$ cat src/rtl/alu_muldiv_seq_pkg.sv
// rtl/alu_muldiv_seq_pkg.sv - shared ALU opcodes and sequencer state encoding
// Purpose: opcode constants of the execute-stage ALU and the FSM state type
//          of the multiply/divide sequencer.
// Ports:   none (package)
package alu_muldiv_seq_pkg;

  localparam logic [4:0] ALU_ADD = 5'b00000;
  localparam logic [4:0] ALU_SUB = 5'b00001;
  localparam logic [4:0] ALU_AND = 5'b00010;
  localparam logic [4:0] ALU_OR  = 5'b00011;
  localparam logic [4:0] ALU_SLL = 5'b00100;
  localparam logic [4:0] ALU_SRA = 5'b00101;

  typedef enum logic [2:0] {
    S_IDLE   = 3'd0,
    S_M_ITER = 3'd1,
    S_D_ABSA = 3'd2,
    S_D_ABSB = 3'd3,
    S_D_ITER = 3'd4,
    S_D_FIX  = 3'd5,
    S_DONE   = 3'd6
  } state_t;

endpackage

$ cat src/rtl/muldiv_counter.sv
// rtl/muldiv_counter.sv - 5-bit iteration counter with clear, enable and terminal flag
// Purpose: counts sequencer iterations; terminal is high on the last one.
// Ports:   clock, reset (async, active-high), clear, enable -> terminal
module muldiv_counter #(
  parameter int ITER = 32
) (
  input  logic clock,
  input  logic reset,
  input  logic clear,
  input  logic enable,
  output logic terminal
);

  logic [4:0] count;

  // Wrap past 31 is harmless: the FSM leaves the iterating state on terminal.
  always_ff @(posedge clock or posedge reset) begin
    if (reset) begin
      count <= '0;
    end else if (clear) begin
      count <= '0;
    end else if (enable) begin
      count <= count + 5'd1;
    end
  end

  assign terminal = (count == 5'(ITER - 1));

endmodule

$ cat src/rtl/alu_muldiv_seq.sv
// rtl/alu_muldiv_seq.sv - multi-cycle signed multiply/divide sequencer sharing the ALU
// Purpose: Booth radix-2 multiply and restoring divide, iterated through the
//          external combinational ALU; returns a 32-bit result and exception flag.
// Ports:   clock, reset (async, active-high)
//          ctrl_MULT, ctrl_DIV, data_operandA, data_operandB       - start + operands
//          data_result, data_exception, data_resultRDY             - result side
//          alu_operandA, alu_operandB, alu_opcode, alu_shamt       - to ALU
//          alu_result, alu_overflow, alu_isLessThan                - from ALU
module alu_muldiv_seq
  import alu_muldiv_seq_pkg::*;
#(
  parameter int WIDTH = 32,
  parameter int ITER  = 32
) (
  input  logic             clock,
  input  logic             reset,
  input  logic             ctrl_MULT,
  input  logic             ctrl_DIV,
  input  logic [WIDTH-1:0] data_operandA,
  input  logic [WIDTH-1:0] data_operandB,
  output logic [WIDTH-1:0] data_result,
  output logic             data_exception,
  output logic             data_resultRDY,
  output logic [WIDTH-1:0] alu_operandA,
  output logic [WIDTH-1:0] alu_operandB,
  output logic [4:0]       alu_opcode,
  output logic [4:0]       alu_shamt,
  input  logic [WIDTH-1:0] alu_result,
  input  logic             alu_overflow,
  input  logic             alu_isLessThan
);

  localparam logic [WIDTH-1:0] INT_MIN = {1'b1, {(WIDTH-1){1'b0}}};

  state_t           state, next_state;
  logic [WIDTH-1:0] p_reg, q_reg, m_reg;   // P / remainder, Q / quotient, M / divisor
  logic             q_1, sign_q;
  logic             terminal, iterating, start, div_bad;

  logic             s_bit, mul_exc, d_lt;
  logic [WIDTH-1:0] m_p_next, m_q_next, r_shift;

  assign start     = ctrl_MULT | ctrl_DIV;
  assign div_bad   = (data_operandB == '0) ||
                     ((data_operandA == INT_MIN) && (data_operandB == '1));
  assign iterating = (state == S_M_ITER) || (state == S_D_ITER);

  muldiv_counter #(.ITER(ITER)) u_counter (
    .clock    (clock),
    .reset    (reset),
    .clear    (start | ~iterating),
    .enable   (iterating),
    .terminal (terminal)
  );

  // Booth step: s is bit 32 of the true sum, so the arithmetic shift stays exact.
  assign s_bit    = alu_result[WIDTH-1] ^ alu_overflow;
  assign m_p_next = {s_bit, alu_result[WIDTH-1:1]};
  assign m_q_next = {alu_result[0], q_reg[WIDTH-1:1]};
  assign mul_exc  = (m_p_next != {WIDTH{m_q_next[WIDTH-1]}});

  // Restoring divide step: the ALU only gives a signed compare, so fix it up
  // to unsigned when the MSBs differ.
  assign r_shift = {p_reg[WIDTH-2:0], q_reg[WIDTH-1]};
  assign d_lt    = (r_shift[WIDTH-1] ^ m_reg[WIDTH-1]) ? m_reg[WIDTH-1] : alu_isLessThan;

  assign data_resultRDY = (state == S_DONE);
  assign alu_shamt      = '0;

  always_ff @(posedge clock or posedge reset) begin
    if (reset) begin
      state <= S_IDLE;
    end else begin
      state <= next_state;
    end
  end

  always_comb begin
    next_state   = state;
    alu_opcode   = ALU_ADD;
    alu_operandA = '0;
    alu_operandB = '0;
    case (state)
      S_M_ITER: begin
        alu_operandA = p_reg;
        if (q_reg[0] != q_1) begin
          alu_operandB = m_reg;
          alu_opcode   = q_reg[0] ? ALU_SUB : ALU_ADD;
        end
        if (terminal) next_state = S_DONE;
      end
      S_D_ABSA: begin
        alu_operandB = q_reg;
        alu_opcode   = q_reg[WIDTH-1] ? ALU_SUB : ALU_ADD;
        next_state   = S_D_ABSB;
      end
      S_D_ABSB: begin
        alu_operandB = m_reg;
        alu_opcode   = m_reg[WIDTH-1] ? ALU_SUB : ALU_ADD;
        next_state   = S_D_ITER;
      end
      S_D_ITER: begin
        alu_operandA = r_shift;
        alu_operandB = m_reg;
        alu_opcode   = ALU_SUB;
        if (terminal) next_state = S_D_FIX;
      end
      S_D_FIX: begin
        alu_operandB = q_reg;
        alu_opcode   = sign_q ? ALU_SUB : ALU_ADD;
        next_state   = S_DONE;
      end
      S_DONE:  next_state = S_IDLE;
      default: next_state = S_IDLE;
    endcase
    // A start in any state overrides the current operation.
    if (ctrl_MULT && ctrl_DIV) begin
      next_state = S_DONE;
    end else if (ctrl_MULT) begin
      next_state = S_M_ITER;
    end else if (ctrl_DIV) begin
      next_state = div_bad ? S_DONE : S_D_ABSA;
    end
  end

  always_ff @(posedge clock or posedge reset) begin
    if (reset) begin
      p_reg          <= '0;
      q_reg          <= '0;
      m_reg          <= '0;
      q_1            <= 1'b0;
      sign_q         <= 1'b0;
      data_result    <= '0;
      data_exception <= 1'b0;
    end else if (start) begin
      p_reg          <= '0;
      q_reg          <= data_operandA;
      m_reg          <= data_operandB;
      q_1            <= 1'b0;
      sign_q         <= data_operandA[WIDTH-1] ^ data_operandB[WIDTH-1];
      data_result    <= '0;
      data_exception <= (ctrl_MULT && ctrl_DIV) || (!ctrl_MULT && div_bad);
    end else begin
      case (state)
        S_M_ITER: begin
          p_reg <= m_p_next;
          q_reg <= m_q_next;
          q_1   <= q_reg[0];
          if (terminal) begin
            data_result    <= m_q_next;
            data_exception <= mul_exc;
          end
        end
        S_D_ABSA: q_reg <= alu_result;
        S_D_ABSB: m_reg <= alu_result;
        S_D_ITER: begin
          p_reg <= d_lt ? r_shift : alu_result;
          q_reg <= {q_reg[WIDTH-2:0], ~d_lt};
        end
        S_D_FIX: begin
          data_result    <= alu_result;
          data_exception <= 1'b0;
        end
        default: ;
      endcase
    end
  end

endmodule
$ cat config.mk
export PLATFORM = sky130hd
export DESIGN_NAME = alu_muldiv_seq
export DESIGN_NICKNAME = d
export VERILOG_FILES = /design/src/rtl/alu_muldiv_seq_pkg.sv /design/src/rtl/muldiv_counter.sv /design/src/rtl/alu_muldiv_seq.sv
export SDC_FILE = /design/constraint.sdc
export NUM_CORES = 1
export LEC_CHECK = 0
export ABC_AREA = 1
export BUFFER_PORTS_ARGS = -buffer_cell sky130_fd_sc_hd__buf_2
export CORE_UTILIZATION = 40
export DETAILED_ROUTE_END_ITERATION = 7
export SYNTH_ARGS = -nofsm -noshare
export SYNTH_HDL_FRONTEND = slang
export SYNTH_SLANG_ARGS = --single-unit
$ cat constraint.sdc
create_clock -name clock -period 11.5 [get_ports clock]
set_input_delay 3.45 -clock clock [delete_from_list [all_inputs] [get_ports clock]]
set_output_delay 3.45 -clock clock [all_outputs]
set_load 0.02 [all_outputs]
==> results.txt <==
----------------------------------------------------
[Cells and area]
  Area added between synthesis and finish ... 18.2%
  Share of post-route cells with drive strength above 1 ... 19.8%
  Number of nets in the layout ... 1444
  Fillers ... 2214
  Fin util ... 48.4%

[Worst setup path]
  Family with the most delay on the worst path ... buffers and inverters
  Critical path buffer and inverter count ... 5
  Crit path launch ... state[2]
  Cell with the most instances on the worst path ... sky130_fd_sc_hd__buf_4
  Delay of the slowest cell on the worst path ... roughly 800 ps
  Startpoint of the worst register-to-register path ... state[1]
  CP max stage cell ... sky130_fd_sc_hd__nor2_2
  Kind of capture point of the worst setup path ... primary output
  Worst Path Class, Setup ... reg2out
  Kind of launch point of the worst setup path ... register
  CP cell instances ... inv_2, nand3_2, buf_4, inv_1, nor2_2, buf_4, o22ai_1, buf_2
  Critical path data arrival time ... 3130 ps
  Required time of the critical path ... a little over 8000 ps
  Critical path fanouts, max ... 35

[Clock network]
  Latest clock arrival within the worst-skew pair ... 430 ps
  Clock sink count ... around 140
  Number of cells upsized or downsized after cts ... 0
  Clock slew seen by the registers of the worst setup and hold paths ... 60 ps
  Max H-tree Level ... 4
  Clock root buffer ... sky130_fd_sc_hd__clkbuf_16
  CTS Hold Buffers Added ... 0
  Num CTS Buffers ... 17
  Clock tree from TritonCTS ... yes
  Total setup buffers inserted after CTS ... 0
  Clock tree buffer depth ... 2

[Synthesis]
  Part of the Yosys area used for sequential elements ... 40.1%
  Post-synthesis share of cell area spent on and, or, nand and nor gates ... 15.8%
  Mean cell area of the mapped netlist ... 7.27 sq um
  Share of synthesized flip-flops with an asynchronous set or reset ... 100%
  Synth top area share ... 40.1%
  Largest cells by area after synthesis ... sky130_fd_sc_hd__dfrtp_1, sky130_fd_sc_hd__o21ai_0, sky130_fd_sc_hd__o22ai_1, sky130_fd_sc_hd__inv_1, sky130_fd_sc_hd__nor2_1
  Yosys synthesis warning count ... 0
  Commonest cells post-synth ... sky130_fd_sc_hd__o21ai_0, sky130_fd_sc_hd__inv_1, sky130_fd_sc_hd__nor2_1
  Post-synthesis instance area ... 8670 sq um
  Post-Synth Adder-Cell Area ... less than 1%
  Most numerous cell in the Yosys netlist ... sky130_fd_sc_hd__o21ai_0
  EDFF count, synth ... 0
  Share of the synthesized area in compound gates (AO/OA/AOI/OAI) ... 30.5%
  Post-synthesis instance total ... 1192
  Largest area contributor in the synthesized netlist ... sky130_fd_sc_hd__dfrtp_1
  Dominant combinational cell family by area after synthesis ... compound AO/OA/AOI/OAI gates
  Register bit total from synthesis ... 139
  Unique cell type count in the Yosys netlist ... 39
  Share of cell area taken by muxes after synthesis ... 0%
  Flip-flop cell with the highest count after synthesis ... sky130_fd_sc_hd__dfrtp_1
  Xor-xnor portion of the synthesized cell area ... 0.101%

[Floorplanning]
  Number of standard-cell rows in the floorplan ... 53
  Std-Cell Core Area ... around 21000 sq um
  Number of ports placed on the die boundary ... 210
  Starting density of the core ... about two fifths
  Die span in x ... 149 um
  Total Die Area ... 22300 sq um
  Floorplan die height ... about 150 um

[Timing]
  Final cycle utilization of the critical path ... 57.2%
  Slew margin rel. ... about a third
  RSZ-0062 raised after global routing ... false
  Post-Route Setup TNS ... 0 ps
  Worst Slack Setup Final ... slightly below 5000 ps
  Count of endpoints failing hold in the final timing report ... 0
  Clock period minus final worst setup slack ... 6580 ps
  Largest clock skew in the final design ... 10.5 ps
  Highest clock frequency the design can meet ... between 150 and 200 MHz
  Total of endpoints with negative setup slack in the final report ... 0
  Worst slew pin tran ... 1020 ps
  Count of final max-slew check failures ... 0

[Placed design]
  Detailed placement HPWL ... 21800 um
  DP Worst Slack ... 5440 ps
  Final weighted congestion in routability-driven placement ... 0.889
  Port Buffer Count ... 200

[Global route]
  First-pass GRT wire length ... roughly 49000 um
  Total routing usage reported by global routing ... 29.1%
  Pin count of the biggest net entering global routing ... 81
  Vias in the first global route ... 8580
  Residual overflow from global routing ... 0
  Number of antenna violations at the first check in global routing ... 4

[Worst hold path]
  Worst Min Path Start ... u_counter.count[0]
  Class of the tightest hold or removal check ... reg2reg

[Job]
  Max-capacitance violation count ... 0

[Power]
  Peak supply drop ... between 0.1 and 0.15 mV
  Tot Pwr ... 1.51 mW
  Power density normalized to cell area ... ~150 nW/um^2
  Static power due to leakage ... 4.90 nW

[Route]
  Number of nets still failing antenna checks after routing ... 0
  Total number of vias ... approximately 9200
  Routed wire length per instance ... 19.5 um
  Post-detailed-route DRC marker count ... 0
  Via density per instance ... 5.66
  WL final ... 31700 um
  First-pass iteration count of the detailed router ... 5
  1st-iter DRT viols ... 723

[Status]
  Result of the run ... finished, final reports clean

----------------------------------------------------
per-layer routing:
metal | GRT usage [%] | vias to the layer above | wire length (um)
met1 | 40.2 | 4442 | 13900
met5 | 0 | - | 0
li1 | - | 4346 | -
met3 | 4.53 | 33 | 2120
met2 | 46.5 | 403 | 15000
met4 | 9.08 | 0 | 689
cell usage in the layout, fill, tap and decap left out, types with 2 or more instances in the layout:
master	count
sky130_fd_sc_hd__a21oi_1	41
sky130_fd_sc_hd__a21oi_4	2
sky130_fd_sc_hd__a22oi_1	22
sky130_fd_sc_hd__buf_2	200
sky130_fd_sc_hd__buf_4	10
sky130_fd_sc_hd__bufinv_16	2
sky130_fd_sc_hd__clkbuf_16	17
sky130_fd_sc_hd__clkinv_2	4
sky130_fd_sc_hd__clkinv_4	6
sky130_fd_sc_hd__conb_1	9
sky130_fd_sc_hd__dfrtp_1	139
sky130_fd_sc_hd__diode_2	4
sky130_fd_sc_hd__ha_1	4
sky130_fd_sc_hd__inv_1	156
sky130_fd_sc_hd__inv_2	8
sky130_fd_sc_hd__inv_6	2
sky130_fd_sc_hd__nand2_1	148
sky130_fd_sc_hd__nand2_2	2
sky130_fd_sc_hd__nand3_1	10
sky130_fd_sc_hd__nand3b_1	3
sky130_fd_sc_hd__nand4_1	4
sky130_fd_sc_hd__nor2_1	155
sky130_fd_sc_hd__nor2_2	3
sky130_fd_sc_hd__nor2_4	4
sky130_fd_sc_hd__nor3_1	3
sky130_fd_sc_hd__o211ai_1	6
sky130_fd_sc_hd__o21ai_0	188
sky130_fd_sc_hd__o21ai_1	53
sky130_fd_sc_hd__o21ai_2	2
sky130_fd_sc_hd__o221ai_1	39
sky130_fd_sc_hd__o22ai_1	97
layout make-up:
cell class | count | area, sq um | area share, %
Clock buffer | 18 | 429 | 4.19
Clock inverter | 14 | 149 | 1.45
Timing Repair Buffer | 210 | 1080 | 10.5
Antenna cell | 4 | 10.0 | 0.0977
Inverter | 166 | 631 | 6.16
Tap cell | 275 | 344 | 3.36
Multi-Input combinational cell | 804 | 4120 | 40.3
Sequential cell | 139 | 3480 | 34.0
kinds of logic after synthesis:
group,Yosys count
adders and majority gates,4
AOI/OAI and AO/OA,453
DFF,139
xor gates and xnor gates,1
and+or+nand+nor,337
other,1
buffers and inverters,257
where the power goes:
part | switching [mW] | internal, mW
Clock | 0.231 | 0.320
Sequential | 0.0245 | 0.537
Combinational | 0.282 | 0.116
per-stage QoR:
| stage | cell area, sq um | instances | hold WS, ps |
|---|---|---|---|
| after floorplan | 8700 | 1200 | 429 |
| after global placement | 9650 | 1594 | 454 |
| after detailed placement | 9650 | 1594 | 452 |
| after CTS | 10200 | 1626 | 462 |
| after global routing | 10200 | 1629 | 494 |
| final | 10200 | 1630 | 461 |
path summary, 6_finish.rpt:
kind	end	slack, ps	cells past startpoint
max	alu_operandB[30]	4920	8
min	u_counter.count[0]	460	1
max reg2reg	data_result[25]	8480	8
min reg2reg	u_counter.count[0]	460	1
max in group asynchronous	m_reg[25]	6990	3
min in group asynchronous	data_result[6]	3170	2
Power figures use the tool's default switching activity.
